[src/rtl/lcdi_seq_ctrl_if.sv]
// Pixel handshake bundle between the LCDI sequencer, the pixel-window source
// and the result sink.
interface lcdi_seq_ctrl_if;
    logic in_valid;
    logic in_ready;
    logic out_valid;
    logic out_ready;

    // Environment side: offers pixels and accepts results.
    modport master (
        output in_valid,
        output out_ready,
        input  in_ready,
        input  out_valid
    );

    // Sequencer side.
    modport slave (
        input  in_valid,
        input  out_ready,
        output in_ready,
        output out_valid
    );
endinterface

[src/rtl/lcdi_seq_ctrl.sv]
// LCDI per-pixel sequencer: steps the 3-bit stage code for each accepted pixel,
// tracks column/row within the frame and routes border pixels straight from
// STATE1 to STATE7, skipping the interpolation stages.
module lcdi_seq_ctrl #(
    parameter int IMG_W = 640,
    parameter int IMG_H = 480,
    parameter int COL_W = 10,
    parameter int ROW_W = 9
) (
    input  logic             clk,
    input  logic             rst_n,
    input  logic             frame_start,
    lcdi_seq_ctrl_if.slave   hs,
    output logic [2:0]       LCDI_state,
    output logic [COL_W-1:0] col,
    output logic [ROW_W-1:0] row,
    output logic             border,
    output logic             line_end,
    output logic             frame_done,
    output logic             busy
);

    typedef enum logic [2:0] {
        LCDI_STATE0 = 3'd0,
        LCDI_STATE1 = 3'd1,
        LCDI_STATE2 = 3'd2,
        LCDI_STATE3 = 3'd3,
        LCDI_STATE4 = 3'd4,
        LCDI_STATE5 = 3'd5,
        LCDI_STATE6 = 3'd6,
        LCDI_STATE7 = 3'd7
    } state_t;

    localparam logic [COL_W-1:0] LAST_COL = COL_W'(IMG_W - 1);
    localparam logic [ROW_W-1:0] LAST_ROW = ROW_W'(IMG_H - 1);

    state_t           state_q, state_d;
    logic             busy_q, busy_d;
    logic [COL_W-1:0] col_q, col_d;
    logic [ROW_W-1:0] row_q, row_d;
    logic             border_q, border_d;
    logic             line_end_q, line_end_d;
    logic             frame_done_q, frame_done_d;

    // State and position registers with synchronous active-low reset.
    always_ff @(posedge clk) begin
        if (!rst_n) begin
            state_q      <= LCDI_STATE0;
            busy_q       <= 1'b0;
            col_q        <= '0;
            row_q        <= '0;
            border_q     <= 1'b0;
            line_end_q   <= 1'b0;
            frame_done_q <= 1'b0;
        end else begin
            state_q      <= state_d;
            busy_q       <= busy_d;
            col_q        <= col_d;
            row_q        <= row_d;
            border_q     <= border_d;
            line_end_q   <= line_end_d;
            frame_done_q <= frame_done_d;
        end
    end

    // Next-state logic: arming, accept, stage stepping and pixel retire.
    always_comb begin
        state_d      = state_q;
        busy_d       = busy_q;
        col_d        = col_q;
        row_d        = row_q;
        border_d     = border_q;
        line_end_d   = 1'b0;
        frame_done_d = 1'b0;
        case (state_q)
            LCDI_STATE0: begin
                if (!busy_q) begin
                    // Idle: only frame_start matters; in_valid is ignored.
                    if (frame_start) begin
                        busy_d = 1'b1;
                        col_d  = '0;
                        row_d  = '0;
                    end else begin
                        state_d = LCDI_STATE0;
                    end
                end else if (hs.in_valid) begin
                    state_d  = LCDI_STATE1;
                    border_d = (col_q == '0) || (col_q == LAST_COL) ||
                               (row_q == '0) || (row_q == LAST_ROW);
                end else begin
                    state_d = LCDI_STATE0;
                end
            end
            LCDI_STATE1: state_d = border_q ? LCDI_STATE7 : LCDI_STATE2;
            LCDI_STATE2: state_d = LCDI_STATE3;
            LCDI_STATE3: state_d = LCDI_STATE4;
            LCDI_STATE4: state_d = LCDI_STATE5;
            LCDI_STATE5: state_d = LCDI_STATE6;
            LCDI_STATE6: state_d = LCDI_STATE7;
            LCDI_STATE7: begin
                if (hs.out_ready) begin
                    state_d = LCDI_STATE0;
                    if (col_q == LAST_COL) begin
                        col_d      = '0;
                        line_end_d = 1'b1;
                        if (row_q == LAST_ROW) begin
                            // Last pixel of the frame: busy drops at this edge,
                            // so a coincident frame_start cannot re-arm.
                            row_d        = '0;
                            frame_done_d = 1'b1;
                            busy_d       = 1'b0;
                        end else begin
                            row_d = row_q + ROW_W'(1);
                        end
                    end else begin
                        col_d = col_q + COL_W'(1);
                    end
                end else begin
                    state_d = LCDI_STATE7;
                end
            end
            default: state_d = LCDI_STATE0;
        endcase
    end

    assign hs.in_ready  = busy_q && (state_q == LCDI_STATE0);
    assign hs.out_valid = (state_q == LCDI_STATE7);
    assign LCDI_state   = state_q;
    assign col          = col_q;
    assign row          = row_q;
    assign border       = border_q;
    assign line_end     = line_end_q;
    assign frame_done   = frame_done_q;
    assign busy         = busy_q;

endmodule

[src/flat_wrapper.sv]
// flat-port wrapper written by rule: the top's interface ports become plain ports
module lcdi_seq_ctrl_flat 
#(
    parameter int IMG_W = 640,
    parameter int IMG_H = 480,
    parameter int COL_W = 10,
    parameter int ROW_W = 9
)
  (clk, rst_n, frame_start, LCDI_state, col, row, border, line_end, frame_done, busy, hs_in_valid, hs_out_ready, hs_in_ready, hs_out_valid);
  lcdi_seq_ctrl_if hs_i ();
  input  logic clk;
  input  logic rst_n;
  input  logic frame_start;
  output logic [2:0] LCDI_state;
  output logic [COL_W-1:0] col;
  output logic [ROW_W-1:0] row;
  output logic border;
  output logic line_end;
  output logic frame_done;
  output logic busy;
  input wire logic [$bits(hs_i.in_valid)-1:0] hs_in_valid;
  input wire logic [$bits(hs_i.out_ready)-1:0] hs_out_ready;
  output wire logic [$bits(hs_i.in_ready)-1:0] hs_in_ready;
  output wire logic [$bits(hs_i.out_valid)-1:0] hs_out_valid;
  assign hs_i.in_valid = hs_in_valid;
  assign hs_i.out_ready = hs_out_ready;
  assign hs_in_ready = hs_i.in_ready;
  assign hs_out_valid = hs_i.out_valid;
  lcdi_seq_ctrl #(.IMG_W(IMG_W), .IMG_H(IMG_H), .COL_W(COL_W), .ROW_W(ROW_W)) u_core (.clk(clk), .rst_n(rst_n), .frame_start(frame_start), .hs(hs_i), .LCDI_state(LCDI_state), .col(col), .row(row), .border(border), .line_end(line_end), .frame_done(frame_done), .busy(busy));
endmodule
[config.mk]
export PLATFORM = sky130hd
export DESIGN_NAME = lcdi_seq_ctrl_flat
export DESIGN_NICKNAME = d
export VERILOG_FILES = /design/src/rtl/lcdi_seq_ctrl_if.sv /design/src/rtl/lcdi_seq_ctrl.sv /design/src/flat_wrapper.sv
export SDC_FILE = /design/constraint.sdc
export NUM_CORES = 1
export LEC_CHECK = 0
export CAP_MARGIN = 20
export CORE_ASPECT_RATIO = 1.75
export CORE_MARGIN = 2
export CORE_UTILIZATION = 40
export DETAILED_ROUTE_END_ITERATION = 16
export PLACE_DENSITY = 0.75
export SLEW_MARGIN = 20
export SYNTH_ARGS = -nofsm -noshare
export SYNTH_HDL_FRONTEND = slang
export SYNTH_SLANG_ARGS = --single-unit
[constraint.sdc]
create_clock -name clk -period 5.74 [get_ports clk]
set_input_delay 1.148 -clock clk [delete_from_list [all_inputs] [get_ports clk]]
set_output_delay 1.148 -clock clk [all_outputs]
set_load 0.02 [all_outputs]
==> results.md, run 1 <==
- Die width: 48.7 um
- Post-DP HPWL: 2.51 mm
- Avg WL per Cell: 14.4 um
- Clk_lat worst skew: 280 ps
- Post-synth EDFFs: 0
- Layout area overhead: 29.4%
- Synth async-reset ratio: 0%
- I/O Buffers: 32
- Yosys top cell by area: dfxtp_1
- Hold Crit Class: flop to flop
- Data arrival time of the worst path: 3350 ps
- Die area: 4010 um^2
- CTS Buffer Depth: 2
- CP Capture Type: flop
- Final critical-path required period: 3140 ps
- R2r setup slk: 3420 ps
- Grt ovf: 0
- Total negative slack: 0 ps
- CP startpoint kind: input pin
- Compound-cell area share of the yosys netlist: 24.1%
- Number of global-route vias before repair: 1265
- Synth Net Count: 180
- WL final: 3.52 mm
- Row cnt: 28
- Avg Inst Size Synth: 8.19 um^2
- Clock sink count: 26
- Hold path start: u_core.col[9]
- Post-synth cell types: 40
- Worst Clk Skew: 1.65 ps
- Initial antenna violation count: 0
- DR WL met3: 152 um
- Chip height: 82.3 um
- Fin. max-slew vios: 0
- Post-synthesis mux area share: 0%
- Post-synth top cells: dfxtp_1 (26), a21oi_1 (16), nand2_1 (14)
- Core area: 3360 um^2
- Post-synthesis xor/xnor area fraction: 0.626%
- FMAX: 0.319 GHz
- Post-CTS sizing: 0
- Mapped Cells: 171
- Hold endpoint: u_core.col[9]
- WL met1: 1.45 mm
- Main flop type after synthesis: dfxtp_1
- Vias per cell: 5.82
- Hold Crit Depth: 2
- Gpl congestion: 0.808
- Mapped cell area: 1400 um^2
- NumNets Final: 210
- Measured slew at the worst slew-check pin: 885 ps
- FF-to-FF End: u_core.col[9]
- Clk root buf: clkbuf_8
- Overall power: 0.425 mW
- RSZ-0062 raised after global routing: false
- Num ports: 33
- MaxCap Viol Count: 0
- Vias post-DR: 1427
- R2r worst-path depth: 4
- Clock transition at path regs: 100 ps
- Routed Antenna Nets: 0
- Most common cell in the synthesized netlist: dfxtp_1
- Reg2reg start: u_core.LCDI_state[1]
- Seq cells post-synth: 26
- Synth Area in Adders: 3.57%
- Largest net degree at the start of global routing: 29
- Met2 WL post-DR: 1.86 mm
- Pleak: 0.557 nW
- Post-synth top area share: 37.2%
- CTS Hold Buffers Added: 0
- Synth warn: 0
- First-pass GRT wire length: 5.89 mm
- DRC errors left: 0
- Pwr dens: 235 nW/um^2
- Worst-path fanout max: 28
- Max_slew headroom: 41.0%
- Largest family of logic cells by synthesized area: simple AND/OR/NAND/NOR gates
- Htree depth: 1
- Share of cells above drive strength 1: 3.50%
- Starting density of the core: 41.6%
- Outcome: finished, final reports clean
- Tcrit/Tclk final: 54.7%
- Total GRT Usage: 18.3%
- Post-synthesis simple-gate area fraction: 29.5%
- Sequential element share of the synthesized area: 37.2%
- Diode count: 0
- Clock tree from TritonCTS: done
- Max layer used: met4
- DRT iter0 DRCs: 46
- CP Data Required Time: 5950 ps
- Max IR drop VDD: 0.158 mV
- Post-CTS Setup Bufs: 0
- Hold Violations, Final: 0
- Finish-stage setup viols: 0
- Setup Crit Path Kind: input pin to flop
- DRT Pass-1 Iters: 4
- TritonCTS buffer count: 3
- Synth area leaders: dfxtp_1 (37%), a21oi_1 (5.7%), or3_1 (4.0%), o21ai_0 (3.9%), nand2_1 (3.8%)
==> metal layers <==
metal | GRT usage, % | vias up
li1 | - | 712
met1 | 22.0 | 665
met2 | 32.9 | 43
met3 | 2.52 | 7
met4 | 7.14 | 0
met5 | 0 | -
==> registers in the layout, summed over array words and instances (netlist names) <==
signal	count
u_core.col	10
u_core.row	9
u_core.line_end	1
u_core.busy	1
u_core.LCDI_state	3
u_core.frame_done	1
u_core.border	1
==> layout by cell type, fill, tap and decap left out, drive strengths merged, types with 4 or more instances in the layout <==
master and count:
nor2 5, o22ai 4, a211oi 5, clkdlybuf4s50 32, nand4 6, inv 9, dfxtp 26, ha 4
a21oi 16, nand3 10, nand2 14, nor4 4, o31ai 4, o21ai 12, or3 9, nor3 4
==> worst max-delay path, stage by stage <==
cell	delay, ps
clkdlybuf4s50_1	450
or4b_4	480
o21a_1	500
or4b_1	620
a21oi_1	150
==> worst max path at each step <==
stage                startpoint             to  slack (ps)
floorplan           frame_start  u_core.col[9]        3120
global placement    frame_start  u_core.col[7]        2350
detailed placement  frame_start  u_core.col[5]        2320
CTS                 frame_start  u_core.col[5]        2610
global route        frame_start  u_core.col[8]        2470
finish              frame_start  u_core.col[9]        2600
==> per-stage QoR <==
step	hold slack [ps]	instances	util (%)	cell area, um^2	worst slack [ps]
CTS	522	245	53.9	1810	2610
global route	551	245	53.9	1810	2470
global placement	511	241	51.7	1740	2350
floorplan	565	171	-	1400	3120
detailed placement	502	241	51.7	1740	2320
finish	528	245	53.9	1810	2600
==> kinds of logic after synthesis <==
group | after synthesis
AND/OR/NAND/NOR | 71
AO/OA/AOI/OAI | 53
adder cells (fa/ha/maj) | 4
buffers and inverters | 16
XOR/XNOR | 1
flip-flops | 26
==> area by class of cell <==
| type | instances | area (um^2) |
|---|---|---|
| multi-input cells | 129 | 810 |
| inverters | 9 | 33.8 |
| well taps | 45 | 56.3 |
| repair buffers | 32 | 320 |
| fillers | 342 | 1550 |
| clock inverters | 1 | 30.0 |
| flip-flops and latches | 26 | 520 |
| clock buffers | 3 | 41.3 |
==> where the power goes <==
part | switching [mW] | total [mW] | internal, mW
logic | 0.0411 | 0.0716 | 0.0305
registers | 0.00936 | 0.195 | 0.186
clock network | 0.0646 | 0.158 | 0.0935
total | 0.115 | 0.425 | 0.310
Note: power is estimated with default switching activity, not from simulation.
==> run 2: changes to the inputs <==
--- a/config.mk
+++ b/config.mk
@@ -10,7 +10,7 @@
 export CORE_MARGIN = 2
 export CORE_UTILIZATION = 40
 export DETAILED_ROUTE_END_ITERATION = 16
-export PLACE_DENSITY = 0.75
+export PLACE_DENSITY = 0.78
 export SLEW_MARGIN = 20
 export SYNTH_ARGS = -nofsm -noshare
 export SYNTH_HDL_FRONTEND = slang
==> constraint.sdc (replaced) <==
create_clock -name clk -period 2.7 [get_ports clk]
set_input_delay 0.54 -clock clk [delete_from_list [all_inputs] [get_ports clk]]
set_output_delay 0.54 -clock clk [all_outputs]
set_load 0.02 [all_outputs]
==> run 2 against run 1 <==
Effect of this change:
- flip-flop and latch count is the same
- final area is 2.0% higher
- global-route usage rose by 0.68 points
- wire length grew 3.7%
- non-clock buffer count grew 7
- core utilization rose by 1.1 points
- clock skew increased by 5.6 ps
- critical path depth did not move
- final cell count up 2.9%
- critical path type unchanged
==> results.md, run 2 (synthesis gave the netlist of run 1 again) <==
- Outcome: finished, final reports clean
- Clock power frac: 29.9%
- Setup Crit Path Kind: input pin to flop
- Diode count: 0
- Layout area overhead: 32.0%
- Register share of total power: 49.4%
- Worst Clk Skew: 7.27 ps
- Worst-path fanout max: 18
- Total negative slack: 0 ps
- Largest register FFs: 10
- Grt ovf: 0
- Avg WL per Cell: 14.5 um
- Number of global-route vias before repair: 1372
- CP Data Required Time: 2900 ps
- Post-place instance area: 1790 um^2
- Finish-stage setup viols: 0
- Fin cells: 252
- DRT Pass-1 Iters: 4
- Most frequent cells in the layout: clkdlybuf4s50_1 (32), dfxtp_1 (26), a21oi_1 (16)
- Switching Share: 28.0%
- Clock tree from TritonCTS: done
- Net Sw Power: 0.236 mW
- Num ports: 33
- Vias post-DR: 1469
- Fin. max-slew vios: 0
- Share of cells above drive strength 1: 6.76%
- Most common cell after layout, fill and taps aside: clkdlybuf4s50_1
- Core area: 3360 um^2
- MaxCap Viol Count: 0
- CTS Buffer Depth: 2
- Hold Crit Class: flop to flop
- Die width: 48.7 um
- Placed insts: 248
- Overall power: 0.841 mW
- Tcrit/Tclk final: 88.2%
- Pwr dens: 455 nW/um^2
- Int Pwr: 0.606 mW
- Total GRT Usage: 19.0%
- WL final: 3.65 mm
- Row cnt: 28
- Starting density of the core: 41.6%
- Gpl congestion: 0.789
- Post-DP HPWL: 2.70 mm
- I/O Buffers: 32
- Htree depth: 1
- Final critical-path required period: 2380 ps
- First-pass GRT wire length: 6.11 mm
- Hold Violations, Final: 0
- Clk root buf: clkbuf_8
- Routed Antenna Nets: 0
- Clock transition at path regs: 90 ps
- TritonCTS buffer count: 3
- DRT iter0 DRCs: 43
- Vias per cell: 5.83
- Data arrival time of the worst path: 2580 ps
- Post-CTS Setup Bufs: 0
- Fillers: 336
- Layout Utilization: 54.9%
- Largest net degree at the start of global routing: 19
- Measured slew at the worst slew-check pin: 564 ps
- Pleak: 0.583 nW
- Max IR drop VDD: 0.289 mV
- Initial antenna violation count: 0
- Gate power share: 20.7%
- FMAX: 0.420 GHz
- Chip height: 82.3 um
- Post-CTS sizing: 0
- DRC errors left: 0
- CP startpoint kind: input pin
- Max_slew headroom: 62.4%
- Clock sink count: 26
- Clk_lat worst skew: 270 ps
- CTS Hold Buffers Added: 0
- NumNets Final: 217
- Final instance area: 1850 um^2
- CP Capture Type: flop
- Die area: 4010 um^2
- RSZ-0062 raised after global routing: false
run 2: changes by cell type in the layout (fill, tap and decap cells not counted):
| cell | previous run | this run |
|---|---|---|
| buf_4 | 0 | 7 |
| bufinv_16 | 1 | 0 |
| clkbuf_8 | 3 | 4 |
run 2: metrics by stage:
stage	setup slack (ps)	hold WS [ps]
6_report	317	529
5_1_grt	248	568
4_1_cts	341	522
3_5_place_dp	58.7	501
3_3_place_gp	102	494
2_1_floorplan	659	565
run 2: path summary, 6_finish.rpt:
path | startpoint | endpoint | slack [ps] | cells past startpoint
max | frame_start | u_core.col[9] | 320 | 5
min | u_core.col[9] | u_core.col[9] | 530 | 2
max reg2reg | u_core.LCDI_state[1] | u_core.col[9] | 560 | 4
min reg2reg | u_core.col[9] | u_core.col[9] | 530 | 2
run 2: final cells by class:
type / count / area [um^2] / share of cell area [%]
multi-input combinational: 129 / 810 / 43.8
sequential: 26 / 520 / 28.2
timing repair buffer: 39 / 373 / 20.2
tap: 45 / 56.3 / 3.05
clock buffer: 4 / 55.1 / 2.98
inverter: 9 / 33.8 / 1.83
run 2: worst max-delay path, stage by stage:
cell	delay, ps
clkdlybuf4s50_1	450
or4b_4	480
o21a_1	390
or4b_1	570
a21oi_1	150
run 2: routing by layer:
| metal | up-vias | part of all wire [%] | global-route usage, % |
|---|---|---|---|
| met1 | 689 | 41 | 21.4 |
| met4 | 0 | 2.4 | 10.3 |
| met5 | - | 0 | 0 |
| li1 | 732 | - | - |
| met2 | 42 | 53 | 34.9 |
| met3 | 6 | 3.6 | 1.98 |
run 2: power by group through the flow:
stage	sequential (mW)	clock (mW)	combinational (mW)
floorplan	0.432	0	0.0968
finish	0.416	0.251	0.174
detailed placement	0.425	0	0.172
global placement	0.424	0	0.170
CTS	0.416	0.257	0.173
global route	0.420	0.269	0.189
==> run 3: changes to the inputs <==
--- a/config.mk
+++ b/config.mk
@@ -10,8 +10,9 @@
 export CORE_MARGIN = 2
 export CORE_UTILIZATION = 40
 export DETAILED_ROUTE_END_ITERATION = 16
-export PLACE_DENSITY = 0.78
-export SLEW_MARGIN = 20
+export PLACE_DENSITY = 0.67
+export SETUP_SLACK_MARGIN = 0.5
+export SLEW_MARGIN = 40
 export SYNTH_ARGS = -nofsm -noshare
 export SYNTH_HDL_FRONTEND = slang
 export SYNTH_SLANG_ARGS = --single-unit
==> run 3 against run 2 <==
Effect of this change:
- wire length increased by 4.3%
- fmax is 16% higher
- critical path type unchanged
- global-route usage grew 0.29 points
- sequential power about the same
- largest power group unchanged
- first-iteration DRC count up 12%
- core utilization up 1.2 points
- combinational power up 7%
- via count increased by 2.2%
==> results.md, run 3 (synthesis gave the netlist of run 1 again) <==
- Post-place instance area: 1790 um^2
- Vias post-DR: 1502
- Tcrit/Tclk final: 76.0%
- Finish-stage setup viols: 0
- Reg2reg start: u_core.LCDI_state[1]
- CP startpoint kind: input pin
- Hold Crit Class: flop to flop
- R2r worst-path depth: 4
- DRT iter0 DRCs: 48
- MaxCap Viol Count: 0
- Max IR drop VDD: 0.278 mV
- I/O Buffers: 32
- Setup Crit Path Kind: input pin to flop
- Total negative slack: 0 ps
- Fillers: 339
- Worst-path fanout max: 8
- DRC errors left: 0
- Starting density of the core: 41.6%
- Largest net degree at the start of global routing: 15
- Slowest-stage cell, CP: or4b_1
- Diode count: 0
- Row cnt: 28
- Final instance area: 1890 um^2
- Critical Path Stages: 5
- Die area: 4010 um^2
- Final critical-path required period: 2050 ps
- FF-to-FF End: u_core.col[9]
- FMAX: 0.487 GHz
- Largest register FFs: 10
- CP Buf/Inv Count: 1
- R2r setup slk: 740 ps
- Clock sink count: 26
- Max_slew headroom: 70.0%
- Worst hold slack: 536 ps
- Hold Crit Depth: 2
- CTS Buffer Depth: 2
- Most frequent cells in the layout: clkdlybuf4s50_1 (29), dfxtp_1 (23), a21oi_1 (15)
- Num ports: 33
- TritonCTS buffer count: 3
- Clock tree from TritonCTS: done
- Clk_lat worst skew: 270 ps
- CP Cell Sequence: clkdlybuf4s50_1 > nand4_1 > o21a_4 > or4b_1 > a21oi_1
- Worst Clk Skew: 1.00 ps
- WL final: 3.81 mm
- CP Capture Type: flop
- CP peak stage delay: 520 ps
- Hold path start: u_core.col[9]
- Data arrival time of the worst path: 2260 ps
- Pwr dens: 454 nW/um^2
- CTS Hold Buffers Added: 0
- Most common cell after layout, fill and taps aside: clkdlybuf4s50_1
- Clock transition at path regs: 90 ps
- NumNets Final: 219
- Outcome: finished, final reports clean
- First-pass GRT wire length: 6.16 mm
- Routed Antenna Nets: 0
- RSZ-0062 raised after global routing: false
- Core area: 3360 um^2
- Number of global-route vias before repair: 1342
- Clk root buf: clkbuf_8
- Avg WL per Cell: 15.0 um
- Total GRT Usage: 19.2%
- Area of the multi-input gates: 838 um^2
- CP Data Required Time: 2900 ps
- Measured slew at the worst slew-check pin: 449 ps
- Fin. max-slew vios: 0
- Chip height: 82.3 um
- Register area: 524 um^2
- Hold endpoint: u_core.col[9]
- Grt ovf: 0
- Initial antenna violation count: 0
- DRT Pass-1 Iters: 4
- Post-DP HPWL: 2.74 mm
- Die width: 48.7 um
- Htree depth: 1
- Placed insts: 248
- Layout area overhead: 34.9%
- Gpl congestion: 0.849
- Pleak: 0.617 nW
- Vias per cell: 5.91
- Hold Violations, Final: 0
- Top delay family on crit path: simple AND/OR/NAND/NOR gates
- Share of cells above drive strength 1: 11.0%
- Fin cells: 254
[run 3: cell types whose count changed in the layout (fill, tap and decap cells not counted), sizes merged]
cell           previous run  this run
buf                       7         8
dlygate4sd2               0         2
clkdlybuf4s50            32        29
dlymetal6s2s              0         1
o21a                      1         2
[run 3: final cells by class]
type	count	share of cell area [%]
multi-input cells	130	44.4
flip-flops and latches	26	27.8
repair buffers	40	20.1
well taps	45	2.98
inverters	9	1.79
clock buffers	4	2.92
[run 3: report_power, final]
group / internal, mW / total [mW] / switching, mW
combinational: 0.0878 / 0.186 / 0.0985
clock: 0.130 / 0.252 / 0.121
sequential: 0.397 / 0.418 / 0.0216
[run 3: per-layer routing]
metal,vias up,track usage [%],part of all wire (%)
met5,-,0,0
met4,0,7.14,0.97
met3,4,1.80,3.4
met2,40,37.4,53
met1,725,21.6,43
li1,733,-,-
[run 3: through the flow]
| stage | power, mW | worst slack (ps) | utilization [%] |
|---|---|---|---|
| after CTS | 0.862 | 508 | 56.1 |
| after global routing | 0.894 | 577 | 56.1 |
| after global placement | 0.592 | 84.7 | 53.3 |
| after detailed placement | 0.595 | 58.2 | 53.3 |
| after floorplan | 0.529 | 659 | - |
| final | 0.856 | 647 | 56.1 |
[run 3: worst max-delay path by stage]
stage	to	start
3_5_place_dp	u_core.col[8]	frame_start
5_1_grt	u_core.col[5]	hs_out_ready
3_3_place_gp	u_core.col[3]	frame_start
4_1_cts	hs_in_ready	u_core.LCDI_state[1]
6_report	u_core.col[9]	hs_out_ready
2_1_floorplan	u_core.col[9]	u_core.LCDI_state[0]
[run 3: what timing repair did]
action                                  4_1_cts  5_1_grt
endpoints found under the setup margin       19        1
gates resized for setup                      10        1
pin swaps                                     4        0
cloned                                        1        0
buffers inserted                              1        0
[run 3: worst register-to-register path: stages, from the launching register on]
cell,delay (ps)
dfxtp_2,370
or4b_4,580
o21a_4,280
or4b_1,520
a21oi_1,140
